`config.mk`:
```
export PLATFORM = sky130hd
export DESIGN_NAME = rx_frame_ctrl
export DESIGN_NICKNAME = d
export VERILOG_FILES = /design/src/rtl/rx_frame_pkg.sv /design/src/rtl/rx_gap_timer.sv /design/src/rtl/rx_frame_ctrl.sv
export SDC_FILE = /design/constraint.sdc
export NUM_CORES = 1
export LEC_CHECK = 0
export ABC_AREA = 1
export BUFFER_PORTS_ARGS = -buffer_cell sky130_fd_sc_hd__buf_2
export CAP_MARGIN = 20
export CORE_MARGIN = 2
export CORE_UTILIZATION = 25
export CTS_CLUSTER_SIZE = 14
export DETAILED_ROUTE_END_ITERATION = 16
export GPL_TIMING_DRIVEN = 0
export HOLD_SLACK_MARGIN = 0.1
export PLACE_DENSITY_LB_ADDON = 0.25
export REMOVE_ABC_BUFFERS = 1
export SLEW_MARGIN = 0
export SYNTH_ARGS = -nofsm -noshare
export SYNTH_HDL_FRONTEND = slang
export SYNTH_HIERARCHICAL = 1
export SYNTH_SLANG_ARGS = --single-unit
export TNS_END_PERCENT = 20
```
`constraint.sdc`:
```
create_clock -name clk -period 2.15 [get_ports clk]
set_input_delay 0.43 -clock clk [delete_from_list [all_inputs] [get_ports clk]]
set_output_delay 0.43 -clock clk [all_outputs]
set_load 0.02 [all_outputs]
```
`src/rtl/rx_frame_pkg.sv`:
```
// rx_frame_pkg: shared FSM state encoding and error codes for rx_frame_ctrl
package rx_frame_pkg;
    localparam logic [1:0] S_IDLE    = 2'd0;
    localparam logic [1:0] S_COLLECT = 2'd1;
    localparam logic [1:0] S_HOLD    = 2'd2;
    localparam logic [1:0] ERR_NONE    = 2'b00;
    localparam logic [1:0] ERR_TIMEOUT = 2'b01;
    localparam logic [1:0] ERR_CSUM    = 2'b10;
endpackage

```
`src/rtl/rx_gap_timer.sv`:
```
// rx_gap_timer: counts idle cycles between bytes, pulses expired when the gap reaches GAP_CYCLES-1
//   clk, rst   clock, synchronous active-high reset
//   clr_i      zero the counter (takes priority over en_i)
//   en_i       count this cycle
//   expired_o  combinational pulse in the idle cycle that brings the count to GAP_CYCLES-1
module rx_gap_timer #(
    parameter int GAP_CYCLES = 400
) (
    input  logic clk,
    input  logic rst,
    input  logic clr_i,
    input  logic en_i,
    output logic expired_o
);
    localparam int W = $clog2(GAP_CYCLES);
    localparam logic [W-1:0] LAST = W'(GAP_CYCLES - 2);
    logic [W-1:0] gap_q;
    assign expired_o = en_i && gap_q == LAST;
    always_ff @(posedge clk) begin
        if (rst || clr_i) gap_q <= '0;
        else if (en_i) gap_q <= gap_q + 1'b1;
    end
endmodule

```
`src/rtl/rx_frame_ctrl.sv`:
```
// rx_frame_ctrl: assembles FRAME_LEN UART bytes into a frame, drops on gap timeout, hands off via valid/ready
//   rx_done/rx_data          byte strobe and byte from the UART RX core
//   frame_valid/frame_ready  downstream handshake; frame_data byte k at [8k+7:8k]
//   frame_err/err_code       1-cycle discard pulse with reason (01 timeout, 10 checksum)
//   overrun                  1-cycle pulse when a byte arrives while a frame is held
//   frame_cnt                delivered-frame counter, wraps
//   Optional: define RX_CHECKSUM_EN to treat the last byte as a mod-256 sum of the others
module rx_frame_ctrl
    import rx_frame_pkg::*;
#(
    parameter int FRAME_LEN  = 4,
    parameter int GAP_CYCLES = 400,
    parameter int CNT_W      = 16
) (
    input  logic                   clk,
    input  logic                   rst,
    input  logic                   rx_done,
    input  logic [7:0]             rx_data,
    output logic                   frame_valid,
    input  logic                   frame_ready,
    output logic [8*FRAME_LEN-1:0] frame_data,
    output logic                   frame_err,
    output logic [1:0]             err_code,
    output logic                   overrun,
    output logic [CNT_W-1:0]       frame_cnt
);
    localparam int IDX_W = FRAME_LEN > 1 ? $clog2(FRAME_LEN) : 1;
    logic [1:0] state_q, state_d;
    logic [IDX_W-1:0] idx_q, idx_d, widx;
    logic [8*FRAME_LEN-1:0] data_q;
    logic [CNT_W-1:0] cnt_q;
    logic gap_en, expired, timeout, hs, take, start, last, csum_bad;
    assign gap_en  = state_q == S_COLLECT && !rx_done;
    rx_gap_timer #(.GAP_CYCLES(GAP_CYCLES)) u_gap (
        .clk      (clk),
        .rst      (rst),
        .clr_i    (!gap_en),
        .en_i     (gap_en),
        .expired_o(expired)
    );
    assign timeout = expired && !rst;
    assign hs      = state_q == S_HOLD && frame_ready;
    // A byte is accepted everywhere except while a frame is held and not being taken.
    assign take    = rx_done && (state_q != S_HOLD || frame_ready);
    assign start   = take && state_q != S_COLLECT;
    assign last    = idx_q == IDX_W'(FRAME_LEN - 1);
    assign widx    = start ? '0 : idx_q;
`ifdef RX_CHECKSUM_EN
    logic [7:0] csum_q;
    assign csum_bad = !rst && state_q == S_COLLECT && rx_done && last && rx_data != csum_q;
    always_ff @(posedge clk) begin
        if (rst) csum_q <= '0;
        else if (start) csum_q <= rx_data;
        else if (state_q == S_COLLECT && rx_done) csum_q <= csum_q + rx_data;
    end
`else
    assign csum_bad = 1'b0;
`endif
    assign state_d = start ? (FRAME_LEN == 1 ? S_HOLD : S_COLLECT)
                   : state_q == S_COLLECT ? (timeout || csum_bad ? S_IDLE : rx_done && last ? S_HOLD : S_COLLECT)
                   : hs ? S_IDLE : state_q;
    assign idx_d   = start ? IDX_W'(1)
                   : state_q != S_COLLECT || timeout ? '0
                   : rx_done && !last ? idx_q + 1'b1 : idx_q;
    always_ff @(posedge clk) begin
        if (rst) begin
            state_q <= S_IDLE;
            idx_q   <= '0;
            data_q  <= '0;
            cnt_q   <= '0;
        end else begin
            state_q <= state_d;
            idx_q   <= idx_d;
            cnt_q   <= cnt_q + CNT_W'(hs);
            if (take) data_q[widx*8 +: 8] <= rx_data;
        end
    end
    assign frame_valid = state_q == S_HOLD;
    assign frame_data  = data_q;
    assign frame_cnt   = cnt_q;
    assign frame_err   = timeout || csum_bad;
    assign err_code    = timeout ? ERR_TIMEOUT : csum_bad ? ERR_CSUM : ERR_NONE;
    assign overrun     = !rst && state_q == S_HOLD && rx_done && !frame_ready;
endmodule

```
* Word level (Yosys, flattened, before mapping)
Cells that the tools add are included.
** Operators by class
- Eq/ne operators :: 6
- Add/sub/neg operators :: 4
- Reduce and logical (&&, ||, !) cells :: 24
- Muxes and demuxes :: 11
- Shift-type cells :: 2
** Operators by type and width (number)
- 5-bit negation with 34-bit output :: 1
- 8-bit by 34-bit variable shift with 32-bit output (first input constant) :: 1
- 8-bit by 34-bit indexed part select with 32-bit output :: 1
- 32-bit bitwise mux :: 1
- 16-bit by 1-bit adder with 16-bit output :: 1
- 1-bit logical AND :: 11
- 2-bit two-way mux :: 5
- 9-bit by 1-bit adder with 9-bit output (second input constant) :: 1
- 9-bit equality test (second input constant) :: 1
- 3-bit nonzero test :: 2
- 1-bit zero test :: 5
- 1-bit two-way mux :: 5
- 2-bit equality test (second input constant) :: 2
- 1-bit logical OR :: 3
- 3-bit OR reduction :: 1
- 2-bit by 1-bit adder with 2-bit output (second input constant) :: 1
- 2-bit by 1-bit equality test with 1-bit output (second input constant) :: 1
- 2-bit by 1-bit != test with 1-bit output (second input constant) :: 1
- 2-bit != test (second input constant) :: 1
- 2-bit nonzero test :: 1
- 2-bit OR reduction :: 1
** Storage, ports and cells
- Flip-flop bits (word level) :: 61
- Word-level logic and storage cells :: 54
- Input port bits :: 12
- Output and inout port bits :: 53

* Longest topological paths before layout
Gate-level depths: netlist (run 1).
- Word-level depth :: 8
- Depth in mapped cells :: 13
- Gate-level depth less buffers :: 13

* Modules after synthesis
The synthesis (run 1) kept the hierarchy.
** By module, submodules not included
- rx_frame_ctrl :: cells each 382, times used 1, sequential area each 1041.0 um^2, area an instance 2603.7 um^2
- rx_gap_timer :: cells each 67, times used 1, sequential area each 180.2 um^2, area an instance 476.7 um^2

* Worst setup path after synthesis (run 1)
No wires, ideal clock.
- Path kind :: input -> output
- Start point :: input rx_done
- End point :: output err_code[0]
- Arrival :: 1796 ps
- Data required time :: 1720 ps
- Path slack :: -76 ps
- Cell stages on the path :: 7
- Cell sequence :: clkbuf_8 nor2_1 nand4_1 nor3_1 inv_1 nor2_1 buf_4
** Between the ends
- Longest elaborated chain between the ends :: 5
** RTL lines
- start: declaration :: line rx_frame_ctrl.sv:17 : input logic rx_done,
- 1-bit zero test :: line rx_frame_ctrl.sv:33 : assign gap_en = state_q == S_COLLECT && !rx_done;
- 1-bit logical AND :: line rx_frame_ctrl.sv:33
- net gap_en :: line rx_frame_ctrl.sv:32 : logic gap_en, expired, timeout, hs, take, start, last, csum_bad;
- 1-bit logical AND :: line rx_gap_timer.sv:18 : assign expired_o = en_i && gap_q == LAST;
- net expired :: line rx_frame_ctrl.sv:32
- 1-bit logical AND :: line rx_frame_ctrl.sv:41 : assign timeout = expired && !rst;
- net frame_err :: line rx_frame_ctrl.sv:22 : output logic frame_err,
- 1-bit two-way mux :: line rx_frame_ctrl.sv:82 : assign err_code = timeout ? ERR_TIMEOUT : csum_bad ? ERR_CSUM : ERR_NONE;
- end: declaration :: line rx_frame_ctrl.sv:23 : output logic [1:0] err_code,
The timed path passes the listed nets, and every way through them passes these cells.

* Worst setup path after layout (run 1)
- Start point :: register state_q[1]
- End point :: output err_code[0]
** Between the ends
- Longest elaborated chain between the ends :: 5
** RTL lines
- start: declaration :: line rx_frame_ctrl.sv:28 : logic [1:0] state_q, state_d;
- start signal: assignment :: line rx_frame_ctrl.sv:72 : state_q <= state_d;
- 2-bit by 1-bit equality test with 1-bit output :: line rx_frame_ctrl.sv:33
- 1-bit logical AND :: line rx_frame_ctrl.sv:33
- net gap_en :: line rx_frame_ctrl.sv:32
- 1-bit logical AND :: line rx_gap_timer.sv:18
- net expired :: line rx_frame_ctrl.sv:32
- 1-bit logical AND :: line rx_frame_ctrl.sv:41
- 1-bit two-way mux :: line rx_frame_ctrl.sv:82
The timed path passes the listed nets, and every way through them passes these cells.

==> run_results.csv, run 1 <==
group,metric,value,unit
grt,grt_overflow_total,0,
grt,grt_pass1_vias,2665,
route,viasPerCell,4.38,
sta,skew,0.00661,ns
sta,clock.fmax,499,MHz
critical_path,regToRegStartpoint,"state_q[0]",
critical_path,crit_arrival,1.58,ns
layout,n_antenna_cell,0,
critical_path,worstSetupPathType,"reg -> out",
sta,tightest_slew,0.840,ns
grt,antenna_found_initial,0,
hold_path,hold_class,"reg -> reg",
route,ant_nets,0,
clock_network,h-tree-depth,3,
layout,fin_util,0.329,
logic_synthesis,syn_area_per_cell,6.86,um2
critical_path,cp.required,1.72,ns
clock_network,clockBufferDepth,2,
place,gp_congestion,0.793,
critical_path,crit_path_end,"err_code[0]",
sta,slew_headroom,0.440,
sta,fin_crit,2.01,ns
route,drt_iter0_drc,155,
layout,seq_area,1220,um2
critical_path,path_max_fanout,4,
run_status,status,"completed",
grt,grt_start_max_net_pins,38,
layout,drive_gt1_frac,0.226,
clock_network,cts_tree,"yes",
die,die_w,115,um
route,wirelength,7820,um
layout,final_cells,669,
die,initial_core_util,0.256,
sta,hold_viol,0,
clock_network,clkLatencyLatePin,0.33,ns
critical_path,regToRegSetupSlack,0.16,ns
critical_path,setup.worst_path.end_class,"output port",
place,post-dp-hpwl,5640,um
hold_path,hold_depth,2,
layout,nets,537,
logic_synthesis,synth_area,3080,um2
critical_path,timing.critical_path.from,"state_q[1]",
place,placedCellCount,646,
layout,syn_to_final_growth,28.4,%
logic_synthesis,yosysSeqAreaShare,0.396,
critical_path,r2r_cells,13,
logic_synthesis,ys_ff_latch,61,
logic_synthesis,yosysWarnings,6,
pwr,p_leak,1.84,nW
layout,multi_input_area,1590,um2
logic_synthesis,syn-instance-count,449,
die,die_y,115,um
sta,fin_setup_tns,0,ns
clock_network,cts_made_buffers,9,
route,wl_per_cell,11.7,um
route,drc,0,
die,fp.coreArea,12000,um2
layout,nFillCells,1336,
route,vias,2932,
die,pin_count,65,
sta,final_max_slew_viol_count,0,
place,portBuffers,63,
sta,rsz0062_at_grt,"yes",
critical_path,rr_endpoint,"frame_data[21]",
die,rows,40,
route,drtPass1Iterations,4,
clock_network,cts.sinks,61,
grt,grt_pass1_wl,12300,um
logic_synthesis,yosysUniqueCellTypes,37,
clock_network,cts-root-buf,"clkbuf_16",
run,drv_cap,0,
pwr,powerDensity,759,nW/um2
clock_network,clk_pin_slew_worst_paths,0.05,ns
die,dieArea,13200,um2
critical_path,critPathLaunchType,"register",
sta,setup_violations,0,
sta,fin_crit_sh,0.933,
pwr,p_total,3.00,mW
place,post-place-ws,-0.407,ns
sta,layout_setup_ws,0.144,ns
grt,track_usage,0.118,
pwr,peakVddDrop,0.000366,V
-- per-stage QoR --
stage          hold WS (ns)  cell area, um2
2_1_floorplan         0.447            2980
3_3_place_gp          0.458            3480
3_5_place_dp          0.456            3480
4_1_cts               0.461            3870
5_1_grt               0.479            3960
6_report              0.462            3960
-- cells in the final DEF, fill, tap and decap left out, drive strengths merged, types with 12 or more instances in the layout --
cell type  count
inv           65
nand2        101
buf           70
a21oi         37
dfxtp         61
nor2          76
o21ai         13
nand3         47
clkbuf        12
-- cell families (layout without fill, tap and decap cells) --
| family | Yosys count | in the layout | synth area share |
|---|---|---|---|
| flip-flops | 61 | 61 | 0.396 |
| AO/OA/AOI/OAI | 54 | 54 | 0.0955 |
| other | 1 | 1 | 0.00122 |
| AND/OR/NAND/NOR | 246 | 246 | 0.363 |
| buffers and inverters | 79 | 152 | 0.112 |
| adder cells (fa/ha/maj) | 8 | 8 | 0.0325 |
-- worst min-delay path by stage --
stage                           endpoint            from  slack [ns]
final                     frame_data[31]  frame_data[31]        0.46
after global routing      frame_data[23]  frame_data[23]        0.48
after global placement    frame_data[20]  frame_data[20]        0.46
after floorplan           u_gap/gap_q[3]  u_gap/gap_q[3]        0.45
after CTS                  frame_data[6]      rx_data[6]        0.46
after detailed placement  frame_data[31]  frame_data[31]        0.46
-- synth_stat cells (all sizes together) --
| master | number | area share |
|---|---|---|
| dfxtp | 61 | 0.40 |
| o211ai | 1 | 0.0024 |
| or2 | 1 | 0.0020 |
| nand2 | 101 | 0.13 |
| clkinv | 1 | 0.0012 |
| nor3b | 1 | 0.0041 |
| o21bai | 1 | 0.0024 |
| nand3 | 47 | 0.086 |
| inv | 65 | 0.079 |
| conb | 1 | 0.0012 |
| nand3b | 1 | 0.0037 |
| and3 | 1 | 0.0020 |
| o21a | 1 | 0.0024 |
| o22ai | 1 | 0.0020 |
| nor2 | 76 | 0.10 |
| buf | 9 | 0.023 |
| nand4 | 9 | 0.018 |
| clkbuf | 4 | 0.0081 |
| nor3 | 9 | 0.016 |
| ha | 8 | 0.032 |
| a21oi | 37 | 0.065 |
| o21ai | 13 | 0.021 |
-- power breakdown --
part	total [mW]	switching, mW	leakage, nW	internal [mW]
Clock	1.57	0.498	0.163	1.07
Sequential	1.17	0.0225	0.494	1.15
Combinational	0.258	0.176	1.19	0.0820
-- sequential cells by signal (all words and copies together) (netlist names) --
register,count
idx_q,2
frame_data,32
frame_cnt,16
u_gap/gap_q,9
state_q,2
-- worst max-delay path, cell delays in order (launching register included) --
cell and delay (ns):
dfxtp_2 0.35, inv_2 0.09, nand2_4 0.08, nor2_4 0.12, nand4_1 0.11, nor3_1 0.14, inv_1 0.09, nor2_4 0.11
buf_4 0.16
-- what timing repair did --
action / 4_1_cts / 5_1_grt
pin swaps: 3 / 2
buffers inserted: 5 / 2
endpoints found under the setup margin: 33 / 35
hold buffers: 0 / 0
resized for setup: 7 / 16
-- metal layers --
metal | track usage | wire length, um | vias up | share of wire
li1 | - | - | 1565 | -
met1 | 0.147 | 3660 | 1315 | 0.47
met2 | 0.193 | 3660 | 43 | 0.47
met3 | 0.0322 | 382 | 9 | 0.049
met4 | 0.0506 | 116 | 0 | 0.015
met5 | 0 | 0 | - | 0
-- area by class of cell --
type	count	share of cell area
clock buffer	12	0.0648
tap	147	0.0465
sequential	61	0.309
clock inverter	4	0.0177
inverter	66	0.0648
timing repair buffer	70	0.0942
multi-input combinational	309	0.403
(Power assumes the default switching activity.)
==> inputs of run 2 (changes only) <==
- CTS_BUF_LIST: unset -> sky130_fd_sc_hd__clkbuf_2 sky130_fd_sc_hd__clkbuf_4 sky130_fd_sc_hd__clkbuf_8
- GPL_TIMING_DRIVEN: 0 -> unset
==> run 2 against run 1 <==
Net effect:
- combinational power barely moved
- maximum frequency down 0.29%
- die area stayed put
- setup slack lost 0.0059 ns
- clock-buffer cell count is 2 lower
- sequential power hardly changed
- register-to-register slack improved by 0.07 ns
- critical path type unchanged
- critical endpoint unchanged
- largest cell class unchanged
==> run_results.csv, run 2 (synthesis gave the netlist of run 1 again) <==
group,metric,value,unit
die,fp.coreArea,12000,um2
layout,fin_util,0.316,
route,wirelength,7920,um
grt,antenna_found_initial,0,
hold_path,hold_class,"in -> reg",
layout,largest_register_ffs,32,
clock_network,clockBufferDepth,2,
grt,grt-busiest-layer,"met2",
die,initial_core_util,0.256,
clock_network,cts-root-buf,"clkbuf_8",
route,viasPerCell,4.25,
hold_path,min_from,"rx_data[3]",
clock_network,cts_tree,"yes",
critical_path,rr_endpoint,"frame_cnt[12]",
grt,gr-usage-met1,0.156,
grt,grt_pass1_vias,2697,
critical_path,path_max_fanout,4,
place,dpl-instance-area,3580,um2
grt,grt_overflow_total,0,
pwr,powerDensity,600,nW/um2
grt,track_usage,0.125,
sta,final_max_slew_viol_count,0,
layout,seq_area,1230,um2
sta,rsz0062_at_grt,"yes",
layout,syn_to_final_growth,23.2,%
clock_network,clk_pin_slew_worst_paths,0.07,ns
sta,hold_viol,0,
die,die_w,115,um
critical_path,path_cells,"inv_2 > nand2_4 > nor2_4 > nand4_1 > nor3_2 > inv_1 > nor2_4 > buf_6",
clock_network,cts_made_buffers,9,
sta,fin_crit_sh,0.936,
place,gp_congestion,0.796,
sta,skew,0.0104,ns
clock_network,hold_buffers,0,
pwr,p_total,2.28,mW
grt,grt_pass1_wl,13000,um
route,ant_nets,0,
clock_network,cts.sinks,61,
critical_path,critPathLaunchType,"register",
sta,clock.fmax,497,MHz
die,die_y,115,um
route,vias,2862,
sta,fin_crit,2.01,ns
grt,grt_use_met2,0.203,
layout,mostFrequentLayoutCell,"nand2_1",
place,post-dp-hpwl,5910,um
route,drtPass1Iterations,4,
grt,use_met3,0.0332,
critical_path,setup.worst_path.end_class,"output port",
pwr,p_leak,1.80,nW
layout,layout_common_cells,"nand2_1 (96), nor2_1 (70), inv_1 (61), buf_2 (61), dfxtp_1 (59)",
critical_path,critPathMostFrequentCell,"nor2_4",
critical_path,regToRegStartpoint,"state_q[1]",
place,portBuffers,63,
clock_network,clkLatencyLatePin,0.34,ns
layout,drive_gt1_frac,0.224,
hold_path,hold_depth,5,
critical_path,cp.required,1.72,ns
sta,whs,0.461,ns
pwr,peakVddDrop,0.000240,V
route,drt_iter0_drc,139,
run,drv_cap,0,
layout,multi_input_area,1540,um2
route,drc,0,
layout,nFillCells,1300,
clock_network,h-tree-depth,3,
route,wl_per_cell,11.8,um
layout,final_area,3790,um2
critical_path,worstSetupPathType,"reg -> out",
critical_path,cp_slowest_cell,"dfxtp_4",
hold_path,whs_endpoint,"frame_data[3]",
grt,grt_start_max_net_pins,18,
die,dieArea,13200,um2
layout,nets,545,
critical_path,r2r_cells,12,
die,pin_count,65,
layout,n_antenna_cell,0,
run_status,status,"completed",
critical_path,cp_slowest_stage_delay,0.35,ns
critical_path,crit_arrival,1.58,ns
sta,setup_violations,0,
die,rows,40,
critical_path,regToRegSetupSlack,0.23,ns
## run 2: timing repair
action                                  in CTS  in global routing
buffers inserted                             2                  1
endpoints found under the setup margin       2                 13
gates resized for setup                     11                  3
endpoints found under the hold margin        0                  0
pin swaps                                    2                  1
## run 2: layout make-up
type | instances | share of cell area
tap | 147 | 0.0485
clock buffer | 10 | 0.0363
clock inverter | 3 | 0.00396
inverter | 66 | 0.0653
timing repair buffer | 78 | 0.116
multi-input combinational | 309 | 0.407
sequential | 61 | 0.323
## run 2: routing by layer
layer  share of wire  up-vias
met1            0.49     1228
met2            0.45       55
li1                -     1569
met4           0.015        0
met5               0        -
met3           0.043       10
## run 2: worst max-delay path: cells and delay by family, from the launching register on
| family | cells | cell delay [ns] |
|---|---|---|
| AND/OR/NAND/NOR | 5 | 0.60 |
| flip-flops | 1 | 0.35 |
| buffers and inverters | 3 | 0.29 |
## run 2: how the worst max path moves through the flow
stage	to	slack, ns	startpoint	depth (start not counted)
after floorplan	idx_q[0]	-0.15	state_q[1]	12
after global placement	frame_data[10]	0.01	frame_ready	11
after detailed placement	frame_data[11]	-0.05	frame_ready	11
after CTS	frame_err	0.04	state_q[1]	8
after global routing	frame_cnt[12]	-0.01	state_q[0]	13
final	err_code[0]	0.14	state_q[1]	8
## run 2: through the flow
stage / worst slack [ns] / cells / setup TNS, ns
finish: 0.138 / 674 / 0
global route: -0.0112 / 674 / -0.0112
CTS: 0.0448 / 673 / 0
detailed placement: -0.0472 / 659 / -0.167
global placement: 0.00976 / 659 / 0
floorplan: -0.147 / 436 / -0.356
## run 2: report_power, final
part	internal (mW)	switching, mW	total [mW]
Clock	0.424	0.428	0.852
Combinational	0.0826	0.179	0.261
Sequential	1.15	0.0131	1.16
